==> src/rtl/inst_fetch_queue_pkg.sv <==
// Shared widths and types for the two-wide instruction fetch queue.
// Imported by the interface and the queue itself.
package inst_fetch_queue_pkg;

    localparam int INST_WIDTH      = 32;
    localparam int INST_ADDR_WIDTH = 32;
    localparam int IF_BATCH_SIZE   = 2;
    localparam int IFQ_DEPTH       = 8;

    typedef struct packed {
        logic [INST_ADDR_WIDTH-1:0] pc;
        logic [INST_WIDTH-1:0]      inst;
    } fetch_entry_t;

    function automatic logic [1:0] popcount2(input logic [1:0] v);
        return {1'b0, v[0]} + {1'b0, v[1]};
    endfunction

endpackage

==> src/rtl/inst_fetch_queue_if.sv <==
// Fetch-side and PreDecode-side signals of the fetch queue.
// master = the surrounding pipeline, slave = the queue.
interface inst_fetch_queue_if #(
    parameter int DEPTH = inst_fetch_queue_pkg::IFQ_DEPTH
) ();
    import inst_fetch_queue_pkg::*;

    localparam int PTR_W = $clog2(DEPTH);

    logic                       flush;
    logic [IF_BATCH_SIZE-1:0]   in_inst_valid;
    logic [INST_ADDR_WIDTH-1:0] in_pc_0;
    logic [INST_ADDR_WIDTH-1:0] in_pc_1;
    logic [INST_WIDTH-1:0]      in_inst_0;
    logic [INST_WIDTH-1:0]      in_inst_1;
    logic                       in_ready;
    logic                       out_stall;
    logic [IF_BATCH_SIZE-1:0]   out_inst_valid;
    logic [INST_ADDR_WIDTH-1:0] out_pc_0;
    logic [INST_ADDR_WIDTH-1:0] out_pc_1;
    logic [INST_WIDTH-1:0]      out_inst_0;
    logic [INST_WIDTH-1:0]      out_inst_1;
    logic [PTR_W:0]             out_count;

    modport master (
        output flush, in_inst_valid, in_pc_0, in_pc_1, in_inst_0, in_inst_1, out_stall,
        input  in_ready, out_inst_valid, out_pc_0, out_pc_1, out_inst_0, out_inst_1, out_count
    );

    modport slave (
        input  flush, in_inst_valid, in_pc_0, in_pc_1, in_inst_0, in_inst_1, out_stall,
        output in_ready, out_inst_valid, out_pc_0, out_pc_1, out_inst_0, out_inst_1, out_count
    );

endinterface

==> src/rtl/inst_fetch_queue.sv <==
// Two-wide in-order fetch queue between IF and PreDecode; buffers {pc, inst}
// pairs, presents the oldest one or two, and empties on flush.
module inst_fetch_queue
    import inst_fetch_queue_pkg::*;
#(
    parameter int DEPTH = IFQ_DEPTH
) (
    input  logic                clk,
    input  logic                rst_n,
    inst_fetch_queue_if.slave   bus
);

    localparam int PTR_W = $clog2(DEPTH);

    typedef logic [PTR_W-1:0] ptr_t;
    typedef logic [PTR_W:0]   cnt_t;

    localparam cnt_t READY_MAX = cnt_t'(DEPTH - 2);

    ptr_t         head, tail, head_p1, tail_p1;
    cnt_t         count, enq_n, deq_n;
    logic         in_ready, enq_en, deq_en;
    logic [1:0]   out_valid;
    fetch_entry_t wr_first, wr_second, rd_0, rd_1;
    fetch_entry_t entries [DEPTH];

    assign head_p1 = head + ptr_t'(1);
    assign tail_p1 = tail + ptr_t'(1);

    // A lone valid slot (either position) is compacted into the tail entry.
    always_comb begin
        in_ready  = (count <= READY_MAX);
        enq_en    = in_ready && !bus.flush;
        wr_first  = bus.in_inst_valid[0] ? {bus.in_pc_0, bus.in_inst_0}
                                         : {bus.in_pc_1, bus.in_inst_1};
        wr_second = {bus.in_pc_1, bus.in_inst_1};
        enq_n     = enq_en ? cnt_t'(popcount2(bus.in_inst_valid)) : '0;

        if (count == '0)
            out_valid = 2'b00;
        else if (count == cnt_t'(1))
            out_valid = 2'b01;
        else
            out_valid = 2'b11;

        deq_en = !bus.out_stall && !bus.flush;
        deq_n  = deq_en ? cnt_t'(popcount2(out_valid)) : '0;
        rd_0   = out_valid[0] ? entries[head]    : '0;
        rd_1   = out_valid[1] ? entries[head_p1] : '0;
    end

    assign bus.in_ready       = in_ready;
    assign bus.out_inst_valid = out_valid;
    assign bus.out_pc_0       = rd_0.pc;
    assign bus.out_inst_0     = rd_0.inst;
    assign bus.out_pc_1       = rd_1.pc;
    assign bus.out_inst_1     = rd_1.inst;
    assign bus.out_count      = count;

    always_ff @(posedge clk or negedge rst_n) begin
        if (!rst_n) begin
            head  <= '0;
            tail  <= '0;
            count <= '0;
        end else if (bus.flush) begin
            head  <= '0;
            tail  <= '0;
            count <= '0;
        end else begin
            head  <= head + ptr_t'(deq_n);
            tail  <= tail + ptr_t'(enq_n);
            count <= count + enq_n - deq_n;
        end
    end

    // Storage carries no reset; stale entries are masked by out_valid.
    always_ff @(posedge clk) begin
        if (enq_en) begin
            if (enq_n != '0)
                entries[tail] <= wr_first;
            if (enq_n == cnt_t'(2))
                entries[tail_p1] <= wr_second;
        end
    end

endmodule
==> src/flat_wrapper.sv <==
// flat-port wrapper written by rule: the top's interface ports become plain ports
module inst_fetch_queue_flat import inst_fetch_queue_pkg::*;
#(
    parameter int DEPTH = IFQ_DEPTH
)
  (clk, rst_n, bus_flush, bus_in_inst_valid, bus_in_pc_0, bus_in_pc_1, bus_in_inst_0, bus_in_inst_1, bus_out_stall, bus_in_ready, bus_out_inst_valid, bus_out_pc_0, bus_out_pc_1, bus_out_inst_0, bus_out_inst_1, bus_out_count);
  inst_fetch_queue_if #(.DEPTH(DEPTH)) bus_i ();
  input  logic clk;
  input  logic rst_n;
  input wire logic [$bits(bus_i.flush)-1:0] bus_flush;
  input wire logic [$bits(bus_i.in_inst_valid)-1:0] bus_in_inst_valid;
  input wire logic [$bits(bus_i.in_pc_0)-1:0] bus_in_pc_0;
  input wire logic [$bits(bus_i.in_pc_1)-1:0] bus_in_pc_1;
  input wire logic [$bits(bus_i.in_inst_0)-1:0] bus_in_inst_0;
  input wire logic [$bits(bus_i.in_inst_1)-1:0] bus_in_inst_1;
  input wire logic [$bits(bus_i.out_stall)-1:0] bus_out_stall;
  output wire logic [$bits(bus_i.in_ready)-1:0] bus_in_ready;
  output wire logic [$bits(bus_i.out_inst_valid)-1:0] bus_out_inst_valid;
  output wire logic [$bits(bus_i.out_pc_0)-1:0] bus_out_pc_0;
  output wire logic [$bits(bus_i.out_pc_1)-1:0] bus_out_pc_1;
  output wire logic [$bits(bus_i.out_inst_0)-1:0] bus_out_inst_0;
  output wire logic [$bits(bus_i.out_inst_1)-1:0] bus_out_inst_1;
  output wire logic [$bits(bus_i.out_count)-1:0] bus_out_count;
  assign bus_i.flush = bus_flush;
  assign bus_i.in_inst_valid = bus_in_inst_valid;
  assign bus_i.in_pc_0 = bus_in_pc_0;
  assign bus_i.in_pc_1 = bus_in_pc_1;
  assign bus_i.in_inst_0 = bus_in_inst_0;
  assign bus_i.in_inst_1 = bus_in_inst_1;
  assign bus_i.out_stall = bus_out_stall;
  assign bus_in_ready = bus_i.in_ready;
  assign bus_out_inst_valid = bus_i.out_inst_valid;
  assign bus_out_pc_0 = bus_i.out_pc_0;
  assign bus_out_pc_1 = bus_i.out_pc_1;
  assign bus_out_inst_0 = bus_i.out_inst_0;
  assign bus_out_inst_1 = bus_i.out_inst_1;
  assign bus_out_count = bus_i.out_count;
  inst_fetch_queue #(.DEPTH(DEPTH)) u_core (.clk(clk), .rst_n(rst_n), .bus(bus_i));
endmodule
==> config.mk <==
export PLATFORM = sky130hd
export DESIGN_NAME = inst_fetch_queue_flat
export DESIGN_NICKNAME = d
export VERILOG_FILES = /design/src/rtl/inst_fetch_queue_pkg.sv /design/src/rtl/inst_fetch_queue_if.sv /design/src/rtl/inst_fetch_queue.sv /design/src/flat_wrapper.sv
export SDC_FILE = /design/constraint.sdc
export NUM_CORES = 1
export LEC_CHECK = 0
export CAP_MARGIN = 30
export CORE_UTILIZATION = 55
export CTS_BUF_LIST = sky130_fd_sc_hd__clkbuf_16
export DETAILED_ROUTE_END_ITERATION = 16
export PLACE_DENSITY = 0.87
export SLEW_MARGIN = 20
export SYNTH_ARGS = -nofsm -noshare
export SYNTH_HDL_FRONTEND = slang
export SYNTH_SLANG_ARGS = --single-unit
==> constraint.sdc <==
create_clock -name clk -period 6.24 [get_ports clk]
set_input_delay 1.248 -clock clk [delete_from_list [all_inputs] [get_ports clk]]
set_output_delay 1.248 -clock clk [all_outputs]
set_load 0.05 [all_outputs]
# [Yosys cells after proc, flatten, opt, wreduce, memory -nomap -nowiden]
# Memories as Yosys holds them, arrays and structs flattened.
# Cells that the tools add are included.
[word_totals] register_bits=10 output_inout_bits=135 romBits=0 memories=1 ramBits=512 wordCells=37 latch_bits=0
[classes] n_reduce_logical=6 mux=16 eq_ne=2 n_mul=0 bitwise=0 n_addsub=8 n_shift=0 n_div=0 magnitude_cmp=1
[mem_list] memory="u_core.entries" words=8 word_bits=64 read_ports=2 rd_ports_with_merged_regs=0 wr=2 line="inst_fetch_queue.sv:25" text="fetch_entry_t entries [DEPTH];"
[ops] operator="$mux W64" count=3
[ops] operator="$mux W2" count=4
[ops] operator="$add A3 B1 Y3 const B" count=2
[ops] operator="$add A3 B3 Y3" count=2
[ops] operator="$mux W1" count=6
[ops] operator="$mux W3" count=2
[ops] operator="$add A1 B1 Y2" count=2
[ops] operator="$add A4 B4 Y4" count=1
[ops] operator="$eq A4 B1 Y1 const B" count=1
[ops] operator="$eq A4 B2 Y1 const B" count=1
[ops] operator="$le A4 B3 Y1 const B" count=1
[ops] operator="$logic_not A4 Y1" count=1
[ops] operator="$mux W4" count=1
[ops] operator="$reduce_bool A4 Y1" count=1
[ops] operator="$sub A4 B4 Y4" count=1
[ops] operator="$logic_and A1 B1 Y1" count=2
[ops] operator="$logic_not A1 Y1" count=2

# [Logic depth before layout (Yosys ltp)]
# Gate-level depths: netlist of run 1.
[logic_depth] depth_word=7 depth_mapped=11

# [Worst setup path after synthesis of run 1]
# OpenSTA, ideal clock, no wires.
[synth_path] path_kind="input port to flip-flop" startpoint="in bus_in_inst_valid[0]" endpoint="mem u_core.entries[1][0] (netlist name), enable pin" path_stages=5 path_slack_ns=0.209 path_buffers=0 setup_time_ns=0.507 arrival_time_ns=5.524 cell_sequence="ha_1 or3b_1 nor3_4 nand3_1 a21oi_1"
[synth_lines] element="start, declared" line="flat_wrapper.sv:11" text="input wire logic [$bits(bus_i.in_inst_valid)-1:0] bus_in_inst_valid;"
[synth_lines] element="end, declared" line="inst_fetch_queue.sv:25"

# [Worst setup path in the final report of run 1]
[layout_path] startpoint="reg u_core.head[0]" endpoint="out bus_out_inst_1[19]"
[layout_between] elab_chain_len=3
[layout_rtl] element="start, declared" line="inst_fetch_queue.sv:20" text="ptr_t head, tail, head_p1, tail_p1;"
[layout_rtl] element="start signal, assigned" line="inst_fetch_queue.sv:70" text="head <= head + ptr_t'(deq_n);"
[layout_rtl] element="$add A3 B1 Y3" line="inst_fetch_queue.sv:27" text="assign head_p1 = head + ptr_t'(1);"
[layout_rtl] element="$mem_v2 Z8 W64"
[layout_rtl] element="$mux W64" line="inst_fetch_queue.sv:49" text="rd_1 = out_valid[1] ? entries[head_p1] : '0;"
[layout_rtl] element="end, declared" line="flat_wrapper.sv:22" text="output wire logic [$bits(bus_i.out_inst_1)-1:0] bus_out_inst_1;"
# No other way between the ends.

==> results of run 1 <==
==> synthesized netlist by cell type (all sizes together) <==
| cell | n |
|---|---|
| buf | 94 |
| edfxtp | 512 |
| a21oi | 10 |
| nand3b | 1 |
| clkbuf | 49 |
| and3 | 2 |
| nand2b | 1 |
| xnor2 | 5 |
| ha | 11 |
| nor2b | 10 |
| nand3 | 4 |
| fa | 4 |
| xor2 | 1 |
| a22oi | 4 |
| a22o | 128 |
| or2 | 1 |
| nand2 | 14 |
| inv | 9 |
| or3b | 1 |
| nor4 | 1 |
| a32oi | 4 |
| nor2 | 11 |
| a21boi | 1 |
| nor3 | 4 |
| mux4 | 256 |
| mux2 | 576 |
| dfrtp | 10 |
| and2 | 2 |
| a21o | 1 |
| nor3b | 3 |
==> sequential cells by signal (all words and copies together), names as in the netlist <==
| signal | flops |
|---|---|
| u_core.head | 3 |
| u_core.tail | 3 |
| u_core.bus.out_count | 4 |
| u_core.entries | 512 |
==> through the flow <==
stage,hold WS [ns],setup WS (ns)
2_1_floorplan,0.5600,0.2087
3_3_place_gp,0.6521,1.610
3_5_place_dp,0.6735,1.727
4_1_cts,0.6855,1.105
5_1_grt,0.7282,0.9953
6_report,0.6907,1.121
==> logic make-up after synthesis <==
| logic type | count (synthesis) | synth area share |
|---|---|---|
| multiplexers | 832 | 0.4055 |
| flip-flops | 522 | 0.5064 |
| buffers and inverters | 152 | 0.02709 |
| AO/OA/AOI/OAI | 148 | 0.04055 |
| AND/OR/NAND/NOR | 55 | 0.01168 |
| adder cells (fa/ha/maj) | 15 | 0.007056 |
| XOR/XNOR | 6 | 0.001703 |
==> critical path, delay by kind of cell (launching register included) <==
family | cells | cell delay [ns]
buf+inv | 1 | 0.86
fa+ha+maj | 1 | 0.21
compound gates | 1 | 0.39
flops | 1 | 0.73
simple gates | 1 | 0.75
xor+xnor | 1 | 0.30
==> layer usage <==
metal / vias to the layer above / track usage / part of all wire
met3: 170 / 0.07379 / 0.10
li1: 7790 / - / -
met4: 6 / 0.09907 / 0.027
met2: 1121 / 0.4766 / 0.48
met1: 9992 / 0.4004 / 0.38
met5: - / 0 / 0.00058
==> cell type report <==
type / count / area [um2] / share of cell area
well taps: 748 / 935.9 / 0.02607
clock inverters: 46 / 272.8 / 0.007597
multi-input cells: 1056 / 14540 / 0.4051
diodes: 4 / 10.01 / 0.0002788
inverters: 9 / 33.78 / 0.0009409
repair buffers: 312 / 3151 / 0.08774
clock buffers: 53 / 1326 / 0.03694
flip-flops and latches: 522 / 15630 / 0.4354
==> path summary, 6_finish.rpt <==
kind | start | end
worst max-delay path | u_core.head[0]$_DFF_PN0_ | bus_out_inst_1[19]
worst min-delay path | u_core.head[2]$_DFF_PN0_ | u_core.head[2]$_DFF_PN0_
worst max register to register | u_core.bus.out_count[3]$_DFF_PN0_ | u_core.bus.out_count[3]$_DFF_PN0_
worst min register to register | u_core.head[2]$_DFF_PN0_ | u_core.head[2]$_DFF_PN0_
max in group asynchronous | rst_n | u_core.head[0]$_DFF_PN0_
min in group asynchronous | rst_n | u_core.head[2]$_DFF_PN0_
==> report_power, final <==
group	leakage [nW]	internal (W)	switching [W]	total, W
registers	4.76	0.00406	0.0000830	0.00414
clock network	0.841	0.00162	0.00136	0.00298
logic	6.33	0.00212	0.00342	0.00554
total	11.9	0.00781	0.00487	0.0127
==> results by group, run 1 <==
Global routing
  • Total GRT Usage: 0.2979
  • Overall overflow remaining after global route: 0
  • Via count of the first global-routing pass: 19630
  • Wire length of the first global-routing pass: 124200 um
  • Pin count of the biggest net entering global routing: 130
  • Initial antenna violation count: 6

Floorplan
  • Die boundary height: 238.9 um
  • Die boundary width: around 240 um
  • Initial core utilization: 0.5578
  • Core region area: 0.05531 mm2
  • Area enclosed by the die boundary: 0.05705 mm2
  • Floorplan row count: 86
  • Boundary pin count: ~270

Synthesis
  • Area share of the largest cell type after synthesis: 0.4983
  • Largest cells by area after synthesis: edfxtp_1 (50%), mux4_2 (19%), mux2_2 (18%)
  • Number of synthesis warnings: 0
  • Post-synthesis cell area: ~0.031 mm2
  • Syn_area_per_cell: 17.83 um2
  • Distinct cell type count after synthesis: 40
  • Cell type with the largest total area after synthesis: edfxtp_1
  • Flip-flop and latch count after synthesis: 522
  • Share of the yosys chip area belonging to registers: 0.5064
  • Net count after synthesis: around 1900
  • Synthesized instance count: 1730

Power and ir drop
  • Power per standard cell area: 352.9 mW/mm2
  • Sum of internal, switching and leakage power: 0.01267 W
  • Leakage power: roughly 12 nW
  • Largest vdd supply drop: 590.9 uV

CTS
  • Clk_lat worst skew: 0.62 ns
  • Clock-pin transition on the worst setup and hold timing paths: approximately 0.06 ns
  • Clock root cell: clkbuf_16
  • H-tree Lvls: 2
  • Number of buffers inserted to repair setup after CTS: 0
  • Max clock buf depth: 3
  • Post_cts resized: 0
  • Number of buffers inserted during clock tree synthesis: 53
  • CTS hold repair buffers: 0
  • CTS tree: done
  • Total number of clock tree sinks: 522

Layout
  • Area growth syn-to-layout: 16.38%
  • Number of nets in the layout: 2103
  • Final core utilization: 0.6492
  • Filler Cells Inserted: around 3800
  • Layout Cell Area excl Fill: ~0.036 mm2
  • Most frequent cells in the layout: edfxtp_1 (512), mux2_2 (492), clkdlybuf4s50_1 (267)
  • Share of final-layout standard cells stronger than drive strength 1: 0.4815
  • Count of placed standard cells in the final layout, fillers left out: roughly 2800
  • Most common library cell in the layout ignoring fill and taps: edfxtp_1

Critical path
  • Slowest cell on crit path: clkdlybuf4s50_1
  • Maximum fanout along the worst path: 41
  • Worst-case reg-to-reg path depth: 11
  • Largest incremental delay on the critical path: 0.86 ns
  • Kind of start point of the critical path: flop
  • Critical path type: reg -> out
  • Reg2reg setup slack: 2.78 ns
  • Worst Setup End Kind: primary output
  • Endpoint arrival time on the critical path: 3.87 ns
  • Crit path required time: 4.99 ns
  • Series of cell instances along the critical path: ha_4 > xor2_1 > and2_4 > a22o_1 > clkdlybuf4s50_1

Routing
  • Number of design-rule violations left by the first detailed-router iteration: ~2200
  • Per-cell via count in the routed design: 6.938
  • Remaining routing DRC violations: 0
  • Total via count in the routed design: 19080
  • Drt wl/cell: 30.98 um
  • Length of the first detailed-routing pass in iterations: 5
  • Total length of routed wires: 85190 um
  • Remaining antenna violation count after routing: 0

Placement
  • DP HPWL: 47590 um
  • Number of placed cells counting well taps: 2646
  • Placed inst area: 0.03427 mm2
  • Count of port buffers added during placement: roughly 270
  • Final weighted congestion in routability-driven placement: 0.8531

Worst hold path
  • Type of the most critical hold path: reg -> reg
  • Hold Crit Depth: 2

Timing
  • Setup Viol. Count Final: 0
  • Setup TNS after final layout: 0 ns
  • RSZ-0062 raised after global routing: no
  • Count of pins over their slew limit: 0
  • Final Cycle Share: 0.8204
  • Minimum clock period: 5.119 ns
  • Achievable frequency: approximately 0.2 GHz
  • Max Clock Skew: around 0.024 ns
  • Final Hold Vio Count: 0
  • Worst max-slew margin expressed relative to the limit: 0.3242
  • Transition at the pin with the smallest max-transition slack: 1.014 ns

Outcome
  • Result of the run: completed

Job
  • Number of violations of the max-capacitance limit: 0
No activity file was read; power rests on OpenSTA's default activity.
==> run 2, diff against run 1 <==
==> constraint.sdc (replaced) <==
create_clock -name clk -period 5.3 [get_ports clk]
set_input_delay 1.06 -clock clk [delete_from_list [all_inputs] [get_ports clk]]
set_output_delay 1.06 -clock clk [all_outputs]
set_load 0.05 [all_outputs]
==> results by group, run 2 (synthesis gave the netlist of run 1 again) <==
Outcome
  • Result of the run: completed

Timing
  • Final Hold Vio Count: 0
  • Max Clock Skew: 0.009044 ns
  • Worst max-slew margin expressed relative to the limit: 0.2873
  • Setup TNS after final layout: 0 ns
  • RSZ-0062 raised after global routing: no
  • Achievable frequency: 0.2154 GHz
  • Count of pins over their slew limit: 0
  • Minimum clock period: 4.643 ns
  • Final Cycle Share: 0.8761
  • Transition at the pin with the smallest max-transition slack: 1.069 ns
  • Setup Viol. Count Final: 0

Layout
  • Layout Cell Area excl Fill: 0.03620 mm2
  • Most frequent cells in the layout: edfxtp_1 (512), mux2_2 (492), clkdlybuf4s50_1 (267)
  • Multi-input gate area: between 0.01 and 0.015 mm2
  • Area taken by flip-flops and latches: about 0.016 mm2
  • Filler Cells Inserted: 3760
  • Number of nets in the layout: about 2100
  • Register containing the most flip-flops in the final layout: u_core.entries
  • Largest register FFs: between 500 and 600
  • Area growth syn-to-layout: 17.33%
  • Share of final-layout standard cells stronger than drive strength 1: 0.4826
  • Most common library cell in the layout ignoring fill and taps: edfxtp_1

CTS
  • Number of buffers inserted during clock tree synthesis: 56
  • Clock-pin transition on the worst setup and hold timing paths: 0.06 ns
  • CTS tree: done
  • Number of buffers inserted to repair setup after CTS: 0
  • Clk_lat worst skew: ~0.61 ns
  • Total number of clock tree sinks: 522
  • Clock root cell: clkbuf_16
  • Max clock buf depth: 3
  • CTS hold repair buffers: 0
  • Post_cts resized: 0
  • H-tree Lvls: 2

Placement
  • Count of port buffers added during placement: 268
  • Final weighted congestion in routability-driven placement: 0.7849
  • Placed inst area: 0.03451 mm2
  • DP HPWL: approximately 48000 um

Floorplan
  • Die boundary height: 238.9 um
  • Floorplan row count: 86
  • Initial core utilization: 0.5578
  • Core region area: 0.05531 mm2
  • Boundary pin count: between 200 and 300
  • Die boundary width: ~240 um
  • Area enclosed by the die boundary: 0.05705 mm2

Global routing
  • Initial antenna violation count: 5
  • Total GRT Usage: 0.2983
  • Via count of the first global-routing pass: 19680
  • Overall overflow remaining after global route: 0
  • Wire length of the first global-routing pass: 124500 um
  • Pin count of the biggest net entering global routing: 137

Power and ir drop
  • Leakage power: ~12 nW
  • Clock network power share: 0.242
  • Switching part of the total power: 0.3790
  • Logic pwr share: 0.435
  • Internal power: between 0.009 and 0.01 W
  • Power per standard cell area: 416.8 mW/mm2
  • Relative contribution of sequential cells to total power: 0.323
  • Largest vdd supply drop: 425.5 uV
  • Sum of internal, switching and leakage power: 0.01509 W
  • Switching power of the nets: about 0.0057 W

Routing
  • Remaining routing DRC violations: 0
  • Total via count in the routed design: 19110
  • Total length of routed wires: 85170 um
  • Remaining antenna violation count after routing: 0
  • Length of the first detailed-routing pass in iterations: 5
  • Drt wl/cell: 30.89 um
  • Per-cell via count in the routed design: 6.930
  • Number of design-rule violations left by the first detailed-router iteration: 1978

Job
  • Number of violations of the max-capacitance limit: 0

Worst hold path
  • Type of the most critical hold path: reg -> reg

Critical path
  • Crit path required time: 4.24 ns
  • Worst Setup End Kind: primary output
  • Kind of start point of the critical path: flop
  • Endpoint arrival time on the critical path: 3.58 ns
  • Critical path type: reg -> out
  • Maximum fanout along the worst path: 42
[run 2: cell types whose count changed in the layout (fill, tap and decap cells not counted), sizes merged]
cell,previous run,this run
clkinv,28,27
buf,45,51
clkinvlp,1,0
clkbuf,53,57
diode,4,3
inv,24,23
bufinv,2,3
[run 2: routing by layer]
metal  wire (um)  vias to the layer above  track usage
met3        8241                      149      0.05751
li1            -                     7817            -
met5          26                        -            0
met1       32730                     9950       0.4059
met2       41990                     1185       0.4871
met4        2175                        4      0.09324
[run 2: layout make-up]
type,count,share of cell area
flip-flops and latches,522,0.4318
multi-input cells,1056,0.4018
repair buffers,318,0.09291
clock buffers,57,0.03940
well taps,748,0.02585
clock inverters,44,0.007086
inverters,9,0.0009332
diodes,3,0.0002074
[run 2: power by group through the flow]
stage / clock network, W / logic, W / registers, W
finish: 0.00365 / 0.00656 / 0.00487
global route: 0.00383 / 0.00678 / 0.00488
CTS: 0.00368 / 0.00655 / 0.00487
detailed placement: 0 / 0.00651 / 0.00496
global placement: 0 / 0.00643 / 0.00494
floorplan: 0 / 0.00432 / 0.00496
[run 2: worst paths after layout]
check | from | end | slack (ns) | depth (start not counted)
max in group asynchronous | rst_n | u_core.head[0]$_DFF_PN0_ | 4.14 | 1
max reg2reg | u_core.bus.out_count[3]$_DFF_PN0_ | u_core.bus.out_count[3]$_DFF_PN0_ | 1.78 | 11
min reg2reg | u_core.head[2]$_DFF_PN0_ | u_core.head[2]$_DFF_PN0_ | 0.68 | 2
min | u_core.head[2]$_DFF_PN0_ | u_core.head[2]$_DFF_PN0_ | 0.68 | 2
min in group asynchronous | rst_n | u_core.bus.out_count[3]$_DFF_PN0_ | 0.78 | 1
max | u_core.head[0]$_DFF_PN0_ | bus_out_inst_1[0] | 0.66 | 5
[run 2: worst max-delay path, cell delays in order, from the launching register on]
cell	delay (ns)
dfrtp_4	0.52
ha_4	0.44
buf_12	0.38
mux4_2	0.55
a22o_1	0.30
clkdlybuf4s50_1	0.72
[run 2: through the flow]
| stage | setup slack (ns) | hold WS [ns] | cells | util |
|---|---|---|---|---|
| floorplan | 0.7434 | 0.5600 | 1730 | - |
| global placement | 1.188 | 0.6486 | 2652 | 0.6235 |
| detailed placement | 1.143 | 0.6708 | 2653 | 0.6239 |
| CTS | 0.6207 | 0.6800 | 2754 | 0.6544 |
| global route | 0.5518 | 0.6919 | 2756 | 0.6545 |
| finish | 0.6566 | 0.6812 | 2757 | 0.6545 |
